File: config.mk
export PLATFORM = sky130hd
export DESIGN_NAME = op_f_vector_sequencer
export DESIGN_NICKNAME = d
export VERILOG_FILES = /design/src/rtl/op_f_pkg.sv /design/src/rtl/op_f_vector_sequencer_lut.sv /design/src/rtl/op_f_vector_sequencer.sv
export SDC_FILE = /design/constraint.sdc
export NUM_CORES = 1
export LEC_CHECK = 0
export ABC_AREA = 1
export CAP_MARGIN = 20
export CORE_MARGIN = 3
export CORE_UTILIZATION = 35
export CTS_BUF_LIST = sky130_fd_sc_hd__clkbuf_2
export CTS_CLUSTER_SIZE = 12
export DETAILED_ROUTE_END_ITERATION = 16
export HOLD_SLACK_MARGIN = 0.06
export PLACE_DENSITY_LB_ADDON = 0.05
export SYNTH_ARGS = -nofsm -noshare
export SYNTH_HDL_FRONTEND = slang
export SYNTH_SLANG_ARGS = --single-unit
File: constraint.sdc
create_clock -name clk -period 1.65 [get_ports clk]
set_input_delay 0.165 -clock clk [delete_from_list [all_inputs] [get_ports clk]]
set_output_delay 0.165 -clock clk [all_outputs]
set_load 0.005 [all_outputs]
File: src/rtl/op_f_pkg.sv
// op_f_pkg
// Shared types and constants for the op_f vector sequencer slice.
// Contents:
//   op_f_state_e          sequencer states (IDLE, SETTLE, CHECK, DONE)
//   VEC_COUNT/IDX_W/...   sizing constants for the 16-vector sweep
//   OP_F_EXP_*_DEFAULT    golden truth tables for the reference function
//                         (y = a^b^c^d, z = a&b&c&d)
//   sat_inc               saturating error-count increment
package op_f_pkg;

    typedef enum logic [1:0] {
        IDLE   = 2'd0,
        SETTLE = 2'd1,
        CHECK  = 2'd2,
        DONE   = 2'd3
    } op_f_state_e;

    localparam int VEC_COUNT = 16;
    localparam int IDX_W     = 4;
    localparam int ERR_W     = 5;
    localparam int SETTLE_W  = 4;

    localparam logic [VEC_COUNT-1:0] OP_F_EXP_Y_DEFAULT = 16'h6996;
    localparam logic [VEC_COUNT-1:0] OP_F_EXP_Z_DEFAULT = 16'h8000;

    // The count can never pass VEC_COUNT within one sweep; the clamp only
    // keeps the register honest if that ever changes.
    function automatic logic [ERR_W-1:0] sat_inc(input logic [ERR_W-1:0] v);
        if (v >= ERR_W'(VEC_COUNT)) begin
            return v;
        end
        return v + 1'b1;
    endfunction

endpackage

File: src/rtl/op_f_vector_sequencer_lut.sv
// op_f_golden_lut
// Combinational golden truth table: maps a 4-bit input index {a,b,c,d}
// to the expected y/z responses. Reusable as a reference model.
// Parameters:
//   EXP_Y, EXP_Z  bit i is the expected output for index i
// Ports:
//   idx_i    in   4  vector index, a is the MSB
//   exp_y_o  out  1  expected y for idx_i
//   exp_z_o  out  1  expected z for idx_i
module op_f_golden_lut
    import op_f_pkg::*;
#(
    parameter logic [VEC_COUNT-1:0] EXP_Y = OP_F_EXP_Y_DEFAULT,
    parameter logic [VEC_COUNT-1:0] EXP_Z = OP_F_EXP_Z_DEFAULT
) (
    input  logic [IDX_W-1:0] idx_i,
    output logic             exp_y_o,
    output logic             exp_z_o
);

    assign exp_y_o = EXP_Y[idx_i];
    assign exp_z_o = EXP_Z[idx_i];

endmodule

File: src/rtl/op_f_vector_sequencer.sv
// op_f_vector_sequencer
// Self-running stimulus/response checker for the 4-input, 2-output
// function block. On start it walks indices 0..15 ({a,b,c,d}, a = MSB),
// holds each vector for max(SETTLE_CYCLES,1) cycles, samples y/z for one
// CHECK cycle against a golden table, and reports the mismatch count and
// the first failing index.
// Optional build macro:
//   OP_F_STOP_ON_ERR_EN  first mismatch ends the sweep immediately, with
//                        the failing vector left on the stimulus outputs.
// Ports:
//   clk              in   1  clock, rising edge
//   rst_n            in   1  asynchronous active-low reset
//   start            in   1  single-cycle sweep request (IDLE/DONE only)
//   dut_a..dut_d     out  1  stimulus bits 3..0 of the current index
//   dut_y, dut_z     in   1  responses from the function block
//   busy             out  1  sweep in progress
//   done             out  1  sweep complete, held until the next start
//   pass             out  1  valid with done, 1 iff err_count == 0
//   err_count        out  5  number of mismatching vectors
//   first_err_valid  out  1  at least one mismatch recorded
//   first_err_idx    out  4  index of the first mismatching vector
module op_f_vector_sequencer
    import op_f_pkg::*;
#(
    parameter int unsigned          SETTLE_CYCLES = 2,
    parameter logic [VEC_COUNT-1:0] EXP_Y         = OP_F_EXP_Y_DEFAULT,
    parameter logic [VEC_COUNT-1:0] EXP_Z         = OP_F_EXP_Z_DEFAULT
) (
    input  logic             clk,
    input  logic             rst_n,
    input  logic             start,
    output logic             dut_a,
    output logic             dut_b,
    output logic             dut_c,
    output logic             dut_d,
    input  logic             dut_y,
    input  logic             dut_z,
    output logic             busy,
    output logic             done,
    output logic             pass,
    output logic [ERR_W-1:0] err_count,
    output logic             first_err_valid,
    output logic [IDX_W-1:0] first_err_idx
);

    // A zero settle time still spends one cycle in SETTLE, so the terminal
    // count is clamped at zero rather than wrapping.
    localparam logic [SETTLE_W-1:0] SETTLE_LAST =
        (SETTLE_CYCLES == 0) ? '0 : SETTLE_W'(SETTLE_CYCLES - 1);
    localparam logic [IDX_W-1:0] IDX_LAST = IDX_W'(VEC_COUNT - 1);

    op_f_state_e         state_q;
    logic [IDX_W-1:0]    idx_q;
    logic [SETTLE_W-1:0] settle_cnt_q;
    logic                busy_q;
    logic                done_q;
    logic                pass_q;
    logic [ERR_W-1:0]    err_count_q;
    logic [ERR_W-1:0]    err_count_d;
    logic                first_err_valid_q;
    logic [IDX_W-1:0]    first_err_idx_q;

    logic                exp_y;
    logic                exp_z;
    logic                mismatch;

    op_f_golden_lut #(
        .EXP_Y (EXP_Y),
        .EXP_Z (EXP_Z)
    ) u_lut (
        .idx_i   (idx_q),
        .exp_y_o (exp_y),
        .exp_z_o (exp_z)
    );

    // Case inequality so an X/Z response is reported as a mismatch in
    // simulation; synthesis reduces it to an ordinary compare.
    assign mismatch    = (dut_y !== exp_y) || (dut_z !== exp_z);
    assign err_count_d = mismatch ? sat_inc(err_count_q) : err_count_q;

    // Sequencer. The stimulus is taken straight from idx_q, which only
    // changes on the edge that enters SETTLE, so the pins never glitch.
    always_ff @(posedge clk or negedge rst_n) begin
        if (!rst_n) begin
            state_q           <= IDLE;
            idx_q             <= '0;
            settle_cnt_q      <= '0;
            busy_q            <= 1'b0;
            done_q            <= 1'b0;
            pass_q            <= 1'b0;
            err_count_q       <= '0;
            first_err_valid_q <= 1'b0;
            first_err_idx_q   <= '0;
        end else begin
            case (state_q)
                IDLE, DONE: begin
                    if (start) begin
                        state_q           <= SETTLE;
                        idx_q             <= '0;
                        settle_cnt_q      <= '0;
                        busy_q            <= 1'b1;
                        done_q            <= 1'b0;
                        pass_q            <= 1'b0;
                        err_count_q       <= '0;
                        first_err_valid_q <= 1'b0;
                        first_err_idx_q   <= '0;
                    end
                end

                SETTLE: begin
                    if (settle_cnt_q == SETTLE_LAST) begin
                        settle_cnt_q <= '0;
                        state_q      <= CHECK;
                    end else begin
                        settle_cnt_q <= settle_cnt_q + 1'b1;
                    end
                end

                CHECK: begin
                    err_count_q <= err_count_d;
                    if (mismatch && !first_err_valid_q) begin
                        first_err_valid_q <= 1'b1;
                        first_err_idx_q   <= idx_q;
                    end
`ifdef OP_F_STOP_ON_ERR_EN
                    if (mismatch || (idx_q == IDX_LAST)) begin
`else
                    if (idx_q == IDX_LAST) begin
`endif
                        // idx_q is left untouched so the last (or failing)
                        // vector stays on the pins while DONE is held.
                        state_q <= DONE;
                        busy_q  <= 1'b0;
                        done_q  <= 1'b1;
                        pass_q  <= (err_count_d == '0);
                    end else begin
                        idx_q   <= idx_q + 1'b1;
                        state_q <= SETTLE;
                    end
                end

                default: begin
                    state_q <= IDLE;
                end
            endcase
        end
    end

    assign dut_a           = idx_q[3];
    assign dut_b           = idx_q[2];
    assign dut_c           = idx_q[1];
    assign dut_d           = idx_q[0];
    assign busy            = busy_q;
    assign done            = done_q;
    assign pass            = pass_q;
    assign err_count       = err_count_q;
    assign first_err_valid = first_err_valid_q;
    assign first_err_idx   = first_err_idx_q;

endmodule
---- Yosys cells after proc, flatten, opt, wreduce, memory -nomap -nowiden ----
Memories as Yosys holds them, arrays and structs flattened.
Cells that the tools add are included.
cells by class
  $add $sub $neg .......................... 3
  muxes and demuxes ....................... 29
  equal/unequal tests ..................... 12
  $lt $le $gt $ge ......................... 2
  reductions and logical operators ........ 14
operator list
  cell                                                         count
  case mux 4 bit (2 select lines)                              3
  two-way mux 5 bit                                            4
  two-way mux 4 bit                                            4
  inequality test 2 bit (second input constant)                5
  case mux 5 bit (2 select lines)                              1
  two-way mux 1 bit                                            9
  AND reduction 3 bit                                          3
  adder 4 x 1 -> 4 bit (second input constant)                 2
  case mux 1 bit (2 select lines)                              4
  two-way mux 2 bit                                            3
  case mux 2 bit (3 select lines)                              1
  AND reduction 2 bit                                          3
  adder 5 x 1 -> 5 bit (second input constant)                 1
  >= comparator 5 bit (second input constant)                  1
  logical NOT 5 bit                                            1
  less-than comparator 4 x 5 -> 1 bit (second input constant)  1
  == test 2 bit (second input constant)                        2
  == test 4 x 1 -> 1 bit (second input constant)               1
  == test 4 bit (second input constant)                        1
  nonzero test 2 bit                                           2
  == test 2 x 1 -> 1 bit (second input constant)               1
  logical NOT 2 bit                                            1
  !== test 1 bit                                               2
  OR reduction 2 bit                                           1
  other kinds (3)                                              3
storage, ports and cells
  memories kept ........................... 2
  word-level logic and storage cells ...... 71
  register bits after elaboration ......... 23
  output and inout bits ................... 17
  bits in read-only memories .............. 32
memories
  name             words  width  read ports  clocked after memory_dff  wr ports  line                             RTL
  (no name shown)  16     1      1           0                         0         op_f_vector_sequencer_lut.sv:22  assign exp_z_o = EXP_Z[idx_i];
  (no name shown)  16     1      1           0                         0         op_f_vector_sequencer_lut.sv:21  assign exp_y_o = EXP_Y[idx_i];

---- Longest topological paths before layout ----
Gate-level depths: netlist of run 1.
  depth after elaboration ................. 8
  gate-level depth with buffers ........... 11

---- Modules after synthesis ----
A second synthesis of run 1 with hierarchy kept.
second synthesis, totals
  cells, all modules ...................... 176
  area, all modules ....................... 1,338.8 sq um
modules (own cells, without submodules)
  module                 sequential area each (sq um)  area each (sq um)  cells an instance  times used
  op_f_vector_sequencer  575.6                         1,278.7            163                1
  op_f_golden_lut        0.0                           60.1               13                 1

---- Least setup slack after synthesis of run 1 ----
Ideal clock, no wire load.
  path kind ............................... reg2reg
  from .................................... register idx_q[0]
  to ...................................... register err_count_q[2] (netlist: err_count[2])
  library setup time ...................... 0.121 ns
  clock period less this slack ............ 1.619 ns
  stages on the path, launching flop included .. 10
  data required time ...................... 1.529 ns
  arrival time ............................ 1.498 ns
  buffers on the path ..................... 0
  slack ................................... 0.031 ns
  path through ............................ dfrtp_1 ha_1 ha_1 nand2_1 nand2_1 nand2_1 nand3_4 nand2_1 nand2_1 a22o_2
between the ends
  cells in the longest elaborated chain, start to end .. 6
RTL lines
  what                                    line                                                              RTL
  start, declared                         op_f_vector_sequencer.sv:53                                       logic [IDX_W-1:0] idx_q;
  start signal, assigned                  op_f_vector_sequencer.sv:137                                      idx_q <= idx_q + 1'b1;
  memory (16 x 1 bit) (on tied branches)  -
  two-way mux 1 bit (on tied branches)    op_f_vector_sequencer_lut.sv:21, op_f_vector_sequencer_lut.sv:22
  !== test 1 bit                          op_f_vector_sequencer.sv:78                                       assign mismatch = (dut_y !== exp_y) || (dut_z !== exp_z);
  logical OR 1 bit (*)                    op_f_vector_sequencer.sv:78
  two-way mux 5 bit (*)                   op_f_vector_sequencer.sv:79                                       assign err_count_d = mismatch ? sat_inc(err_count_q) : err_count_q;
  case mux 5 bit (2 select lines) (*)     op_f_vector_sequencer.sv:95                                       case (state_q)
  end signal, assigned                    op_f_vector_sequencer.sv:120                                      err_count_q <= err_count_d;
  end, declared                           op_f_vector_sequencer.sv:58                                       logic [ERR_W-1:0] err_count_q;
Mark *: on every way between the ends. The rest lies on a longest branch, timed or not. The select of a mux whose other input is x is not followed.
A chain may end at the register's enable or synchronous reset.

---- Final worst setup path of run 1 ----
  from .................................... register idx_q[0]
  to ...................................... register pass_q (netlist: pass)
between the ends
  cells in the longest elaborated chain, start to end .. 8
RTL lines
  what                                    line                                                              RTL
  memory (16 x 1 bit) (on tied branches)  -
  two-way mux 1 bit (on tied branches)    op_f_vector_sequencer_lut.sv:21, op_f_vector_sequencer_lut.sv:22
  !== test 1 bit                          op_f_vector_sequencer.sv:78
  logical OR 1 bit                        op_f_vector_sequencer.sv:78
  two-way mux 5 bit                       op_f_vector_sequencer.sv:79
  logical NOT 5 bit                       op_f_vector_sequencer.sv:135                                      pass_q <= (err_count_d == '0);
  two-way mux 1 bit                       op_f_vector_sequencer.sv:128                                      if (idx_q == IDX_LAST) begin
  case mux 1 bit (2 select lines)         op_f_vector_sequencer.sv:95
  end signal, assigned                    op_f_vector_sequencer.sv:135
  end, declared                           op_f_vector_sequencer.sv:57                                       logic pass_q;
Several ways; a longest one is shown, not always the timed one. The select of a mux whose other input is x is not followed.

==> results.py, run 1 <==
metrics = {
    "synthesis": {
        "ys_top_cells_by_area": "dfrtp_1, nand2_1, ha_1",
        "netlist_instances": 184,
        "synth.yosys.seq_area_share": 0.4107,
        "syn_area_per_cell_um2": 7.616,
        "syn_area_mm2": 0.001401,
        "yosysMostFrequentCell": "nand2_1",
        "synth_cell_types": 24,
        "yosys.area.top_type": "dfrtp_1",
        "yosys_register_bits": 23,
        "yosys.area.top_type_share": 0.4107,
        "synth-edff-count": 0,
        "async_flop_share": 1.000,
        "synth_common_cells": "nand2_1, inv_1, dfrtp_1",
        "yosys_warnings": 0,
        "synth_nets": 198,
        "ys.flop_type": "dfrtp_1",
    },
    "cells_and_area": {
        "final_cells": 272,
        "drive_above_1_share": 0.2723,
        "nFillCells": 362,
        "syn2layout_area_growth_pct": 39.91,
        "fin_util": 0.5199,
        "nets": 239,
        "final-seq-area_um2": 580.6,
        "multi_input_area_um2": 838.3,
        "n_antenna_cell": 0,
        "design_area_mm2": 0.001961,
    },
    "placed_design": {
        "place.gp.congestion": 0.8599,
        "placed_cells": 263,
        "dpl.hpwl_mm": 2.573,
        "pre_cts_ws_ns": -0.03906,
        "io_buffer_count": 21,
        "dpl_cell_area_mm2": 0.001749,
    },
    "power_and_ir_drop": {
        "clkPwrFrac": 0.089,
        "switching_share": 0.4364,
        "peakVddDrop_mv": 0.6792,
        "switchingPower_mw": 1.143,
        "pwr-share-comb": 0.596,
        "seqPwrFrac": 0.316,
        "p_leak_nw": 0.9443,
        "power.density_mw_per_mm2": 1336,
        "internal-power_mw": 1.476,
        "power_mw": 2.619,
    },
    "setup_path": {
        "ff2ff_setup_slack_ns": 0.01,
        "reg2reg_depth": 11,
        "critPathRequiredTime_ns": 1.94,
        "crit_fanout": 6,
        "r2r_start": "idx_q[0]",
        "path_cells": "ha_4, nand2_4, inv_2, nor2_2, nand2_2, nand3_4, nand2_1, nand2_2, nor2_1, nand3_1, nand2_1",
        "critical_path.endpoint": "pass",
        "r2r_end": "pass",
        "cp_slowest_cell": "dfrtp_1",
        "worstPathArrival_ns": 1.93,
        "slowest_delay_ns": 0.48,
        "crit_path_start_kind": "flop",
        "criticalPathCategory": "flop to flop",
        "startpoint": "idx_q[0]",
        "end_kind": "flop",
    },
    "sta": {
        "rsz0062_at_grt": "true",
        "setup_viol_count_final": 0,
        "setup_ws_ns": 0.01290,
        "fin_skew_ns": 0.009379,
        "hold_viol_final": 0,
        "holdWs_ns": 0.1443,
        "min_period_over_period": 0.9922,
        "min_period_ns": 1.637,
        "relSlewSlack": 0.7941,
        "timing.setup.tns_ns": 0,
        "worstMarginPinSlew_ns": 0.3089,
        "slew_viol_final": 0,
        "max_freq_mhz": 610.8,
    },
    "floorplan": {
        "core-area_mm2": 0.003771,
        "dieWidth_um": 69.28,
        "dieArea_mm2": 0.004799,
        "io_pins": 22,
        "rows": 22,
        "dieHeight_um": 69.28,
        "initial_core_util": 0.3716,
    },
    "clock_tree": {
        "clk_path_buf_depth": 2,
        "cts_root_buf": "clkbuf_2",
        "path_clk_slew_ns": 0.21,
        "cts_buffers": 3,
        "cts_tree": "built",
        "clk_latency_ns": 0.34,
        "cts.sinks": 23,
        "htreeDepth": 1,
    },
    "global_route": {
        "antenna_found_initial": 0,
        "grt_pass1_vias": 1267,
        "track_usage": 0.1418,
        "globalRouteOverflowTotal": 0,
        "grt_first_pass_wirelength_mm": 5.644,
        "grt_max_degree": 24,
    },
    "flow_run": {
        "drv_cap": 0,
    },
    "routing": {
        "drc": 0,
        "via_per_inst": 4.820,
        "drt-pass1-iter-count": 4,
        "vias": 1311,
        "drtIter0Drc": 36,
        "finalWirelength_mm": 3.492,
        "drt-wirelength-per-cell_um": 12.84,
        "ant_nets": 0,
    },
    "hold_path": {
        "hold_path.class": "input port to async pin",
    },
    "run_status": {
        "outcome": "completed",
    },
}
## how the worst min path moves through the flow
stage | start | endpoint | slack (ns)
after floorplan | rst_n | busy | -0.13
after global placement | busy | busy | 0.46
after detailed placement | first_err_idx[0] | first_err_idx[0] | 0.47
after CTS | rst_n | err_count[2] | 0.13
after global routing | rst_n | err_count[2] | 0.12
final | rst_n | err_count[2] | 0.14
## state kept, by name, indices dropped and copies added, names as in the netlist
| register | count |
|---|---|
| pass | 1 |
| idx_q | 4 |
| done | 1 |
| busy | 1 |
| first_err_valid | 1 |
| settle_cnt_q | 4 |
| first_err_idx | 4 |
| err_count | 5 |
| state_q | 2 |
## power by group through the flow
stage,clock [mW],sequential (mW),combinational [mW]
floorplan,0,0.823,0.770
detailed placement,0,0.820,1.32
global placement,0,0.815,1.29
global route,0.276,0.849,1.75
CTS,0.252,0.810,1.35
finish,0.232,0.826,1.56
## placed cells by master, fill, tap and decap left out, types with 2 or more instances in the layout
cell type,n
nand2_1,42
inv_1,23
dfrtp_1,19
clkdlybuf4s50_1,19
nand2_2,14
buf_4,12
nand3_1,11
nor2_1,8
o21ai_1,7
o21ai_0,6
nand4_1,6
ha_1,6
inv_2,5
a21oi_1,5
nand2_4,5
clkbuf_2,4
dfrtp_2,4
xnor2_1,3
nor3_1,3
ha_4,3
buf_6,3
nor2_4,2
nor2_2,2
## layout make-up
class / instances / area share
clock buffer: 4 / 0.01021
multi-input combinational: 132 / 0.4276
tap: 48 / 0.03063
timing repair buffer: 37 / 0.1819
inverter: 28 / 0.05361
sequential: 23 / 0.2961
## per-layer routing
layer / up-vias / global-route usage / wire (µm)
li1: 666 / - / -
met1: 617 / 0.1895 / 1590
met4: 0 / 0.05423 / 49
met2: 23 / 0.2278 / 1698
met3: 5 / 0.02464 / 154
met5: - / 0 / 0
## critical path: cells and delay by family (launching register included)
kind                       cells  cell delay, ns
adders and majority gates      1            0.33
buffers and inverters          1            0.05
and+or+nand+nor                9            0.75
DFF                            1            0.48
## cells by family after synthesis
logic type / synth area share
AOI/OAI and AO/OA: 0.09197
xor gates and xnor gates: 0.02500
adders and majority gates: 0.08036
buffers and inverters: 0.07857
DFF: 0.4107
and+or+nand+nor: 0.3134
## what timing repair did
| item | CTS | global route |
|---|---|---|
| hold buffers | 0 | 0 |
| pin swaps | 0 | 13 |
| setup endpoints to repair | 13 | 23 |
| setup buffers | 1 | 4 |
| gates resized for setup | 4 | 43 |
Note: power is estimated with default switching activity, not from simulation.
==> run 2, diff against run 1 <==
--- a/config.mk
+++ b/config.mk
@@ -14,6 +14,7 @@
 export DETAILED_ROUTE_END_ITERATION = 16
 export HOLD_SLACK_MARGIN = 0.06
 export PLACE_DENSITY_LB_ADDON = 0.05
+export RECOVER_POWER = 50
 export SYNTH_ARGS = -nofsm -noshare
 export SYNTH_HDL_FRONTEND = slang
 export SYNTH_SLANG_ARGS = --single-unit
==> run 2 against run 1 <==
Effect of this change:
- critical path depth stayed put
- largest cell class unchanged
- count of clock-buffer cells in the layout unchanged
- non-clock buffer count did not move
- wire length hardly changed
- fmax about the same
- global-route usage stayed put
- first-iteration DRC count unchanged
- flip-flop and latch count unchanged
- power hardly changed
- utilization down 0.099 points
- register-to-register slack is essentially flat
- clock skew is essentially flat
==> results.py, run 2 (same netlist as run 1, synthesis figures left out) <==
metrics = {
    "routing": {
        "drc": 0,
        "drtIter0Drc": 36,
        "ant_nets": 0,
        "drt-pass1-iter-count": 4,
        "finalWirelength_mm": 3.489,
        "drt-wirelength-per-cell_um": 12.83,
        "via_per_inst": 4.816,
        "vias": 1310,
    },
    "sta": {
        "min_period_ns": 1.637,
        "worstMarginPinSlew_ns": 1.291,
        "hold_viol_final": 0,
        "relSlewSlack": 0.1393,
        "max_freq_mhz": 610.7,
        "slew_viol_final": 0,
        "min_period_over_period": 0.9923,
        "fin_skew_ns": 0.009566,
        "setup_ws_ns": 0.01264,
        "setup_viol_count_final": 0,
        "rsz0062_at_grt": "true",
    },
    "setup_path": {
        "crit_path_start_kind": "flop",
        "worstPathArrival_ns": 1.93,
        "criticalPathCategory": "flop to flop",
        "crit_fanout": 6,
        "r2r_start": "idx_q[0]",
        "reg2reg_depth": 11,
        "critPathRequiredTime_ns": 1.94,
        "r2r_end": "pass",
        "ff2ff_setup_slack_ns": 0.01,
        "end_kind": "flop",
    },
    "cells_and_area": {
        "final_common_cell": "nand2_1",
        "syn2layout_area_growth_pct": 39.64,
        "nFillCells": 363,
        "drive_above_1_share": 0.2679,
        "fin_util": 0.5189,
        "final_cell_mix": "nand2_1, inv_1, dfrtp_1, clkdlybuf4s50_1, nand2_2",
        "n_antenna_cell": 0,
        "nets": 239,
        "largest_register_ffs": 5,
    },
    "hold_path": {
        "hold_path.class": "flop to flop",
        "hold_path_end": "first_err_idx[0]",
        "holdPathStages": 2,
        "min_from": "first_err_idx[0]",
    },
    "global_route": {
        "globalRouteOverflowTotal": 0,
        "use_met2": 0.2278,
        "track_usage": 0.1418,
        "grt_pass1_vias": 1267,
        "antenna_found_initial": 0,
        "grt.busiest_layer": "met2",
        "grtUsageMet1": 0.1895,
        "gr-usage-met3": 0.02464,
        "grt_max_degree": 24,
        "grt_first_pass_wirelength_mm": 5.644,
    },
    "floorplan": {
        "dieHeight_um": 69.28,
        "dieWidth_um": 69.28,
        "rows": 22,
        "core-area_mm2": 0.003771,
        "io_pins": 22,
        "initial_core_util": 0.3716,
        "dieArea_mm2": 0.004799,
    },
    "flow_run": {
        "drv_cap": 0,
    },
    "placed_design": {
        "pre_cts_ws_ns": -0.03906,
        "place.gp.congestion": 0.8599,
        "dpl.hpwl_mm": 2.573,
        "io_buffer_count": 21,
    },
    "power_and_ir_drop": {
        "peakVddDrop_mv": 0.6792,
        "power.density_mw_per_mm2": 1338,
        "p_leak_nw": 0.9445,
    },
    "clock_tree": {
        "cts_buffers": 3,
        "cts_tree": "built",
        "path_clk_slew_ns": 0.21,
        "clk_latency_ns": 0.34,
        "cts.sinks": 23,
        "clk_path_buf_depth": 2,
        "cts_root_buf": "clkbuf_2",
        "htreeDepth": 1,
    },
    "run_status": {
        "outcome": "completed",
    },
}
==> run 2: cell type report <==
| cell class | instances | area, µm² | area share |
|---|---|---|---|
| Multi-Input combinational cell | 132 | 838.3 | 0.4284 |
| Timing Repair Buffer | 37 | 352.8 | 0.1803 |
| Sequential cell | 23 | 580.6 | 0.2967 |
| Inverter | 28 | 105.1 | 0.05371 |
| Clock buffer | 4 | 20.02 | 0.01023 |
| Tap cell | 48 | 60.06 | 0.03069 |
==> run 2: worst max path at each step <==
stage                                  end       start  slack (ns)  depth (start not counted)
final                                 pass    idx_q[0]        0.01                         11
after global routing                  pass    idx_q[0]       -0.13                         11
after CTS                 first_err_idx[2]    idx_q[0]       -0.02                         10
after detailed placement      err_count[2]    idx_q[1]       -0.04                          9
after global placement            idx_q[2]  state_q[0]       0.005                          9
after floorplan               err_count[2]    idx_q[0]        0.03                          9
==> run 2: what timing repair did <==
action / CTS / global route
gates resized for setup: 4 / 43
hold buffers: 0 / 0
buffers inserted: 1 / 4
cloned: 0 / 0
endpoints found under the hold margin: 0 / 0
endpoints found under the setup margin: 13 / 23
pin swaps: 0 / 13
==> run 2: critical path, cell delays in order, from the launching register on <==
cell	delay (ns)
dfrtp_1	0.48
ha_4	0.33
nand2_4	0.06
inv_2	0.05
nor2_2	0.03
nand2_2	0.12
nand3_4	0.13
nand2_1	0.11
nand2_2	0.06
nor2_1	0.08
nand3_1	0.09
nand2_1	0.07
==> run 2: stage by stage <==
step | instance area [µm²] | hold WS [ns] | std cells | TNS [ns] | total power, mW
CTS | 1785 | 0.1342 | 268 | -0.07487 | 2.408
global placement | 1749 | 0.4587 | 263 | 0 | 2.106
finish | 1957 | 0.5095 | 272 | 0 | 2.618
floorplan | 1401 | -0.1306 | 184 | 0 | 1.593
global route | 1957 | 0.5472 | 272 | -0.7483 | 2.877
detailed placement | 1749 | 0.4693 | 263 | -0.09776 | 2.140
==> run 2: routing by layer <==
layer / up-vias / part of all wire
li1: 667 / -
met5: - / 0
met1: 615 / 0.46
met2: 23 / 0.49
met4: 0 / 0.014
met3: 5 / 0.044
==> run 2: report_power, final <==
group,internal [mW],total (mW),switching (mW),leakage (nW)
clock,0.0641,0.232,0.168,0.0166
sequential,0.704,0.826,0.122,0.303
combinational,0.706,1.56,0.853,0.625
==> run 3, diff against run 2 <==
--- a/config.mk
+++ b/config.mk
@@ -10,6 +10,7 @@
 export CORE_MARGIN = 3
 export CORE_UTILIZATION = 35
 export CTS_BUF_LIST = sky130_fd_sc_hd__clkbuf_2
+export CTS_CLUSTER_DIAMETER = 150
 export CTS_CLUSTER_SIZE = 12
 export DETAILED_ROUTE_END_ITERATION = 16
 export HOLD_SLACK_MARGIN = 0.06
==> results of run 3 <==
No change in the layout: final DEF, timing and power equal those of run 2.
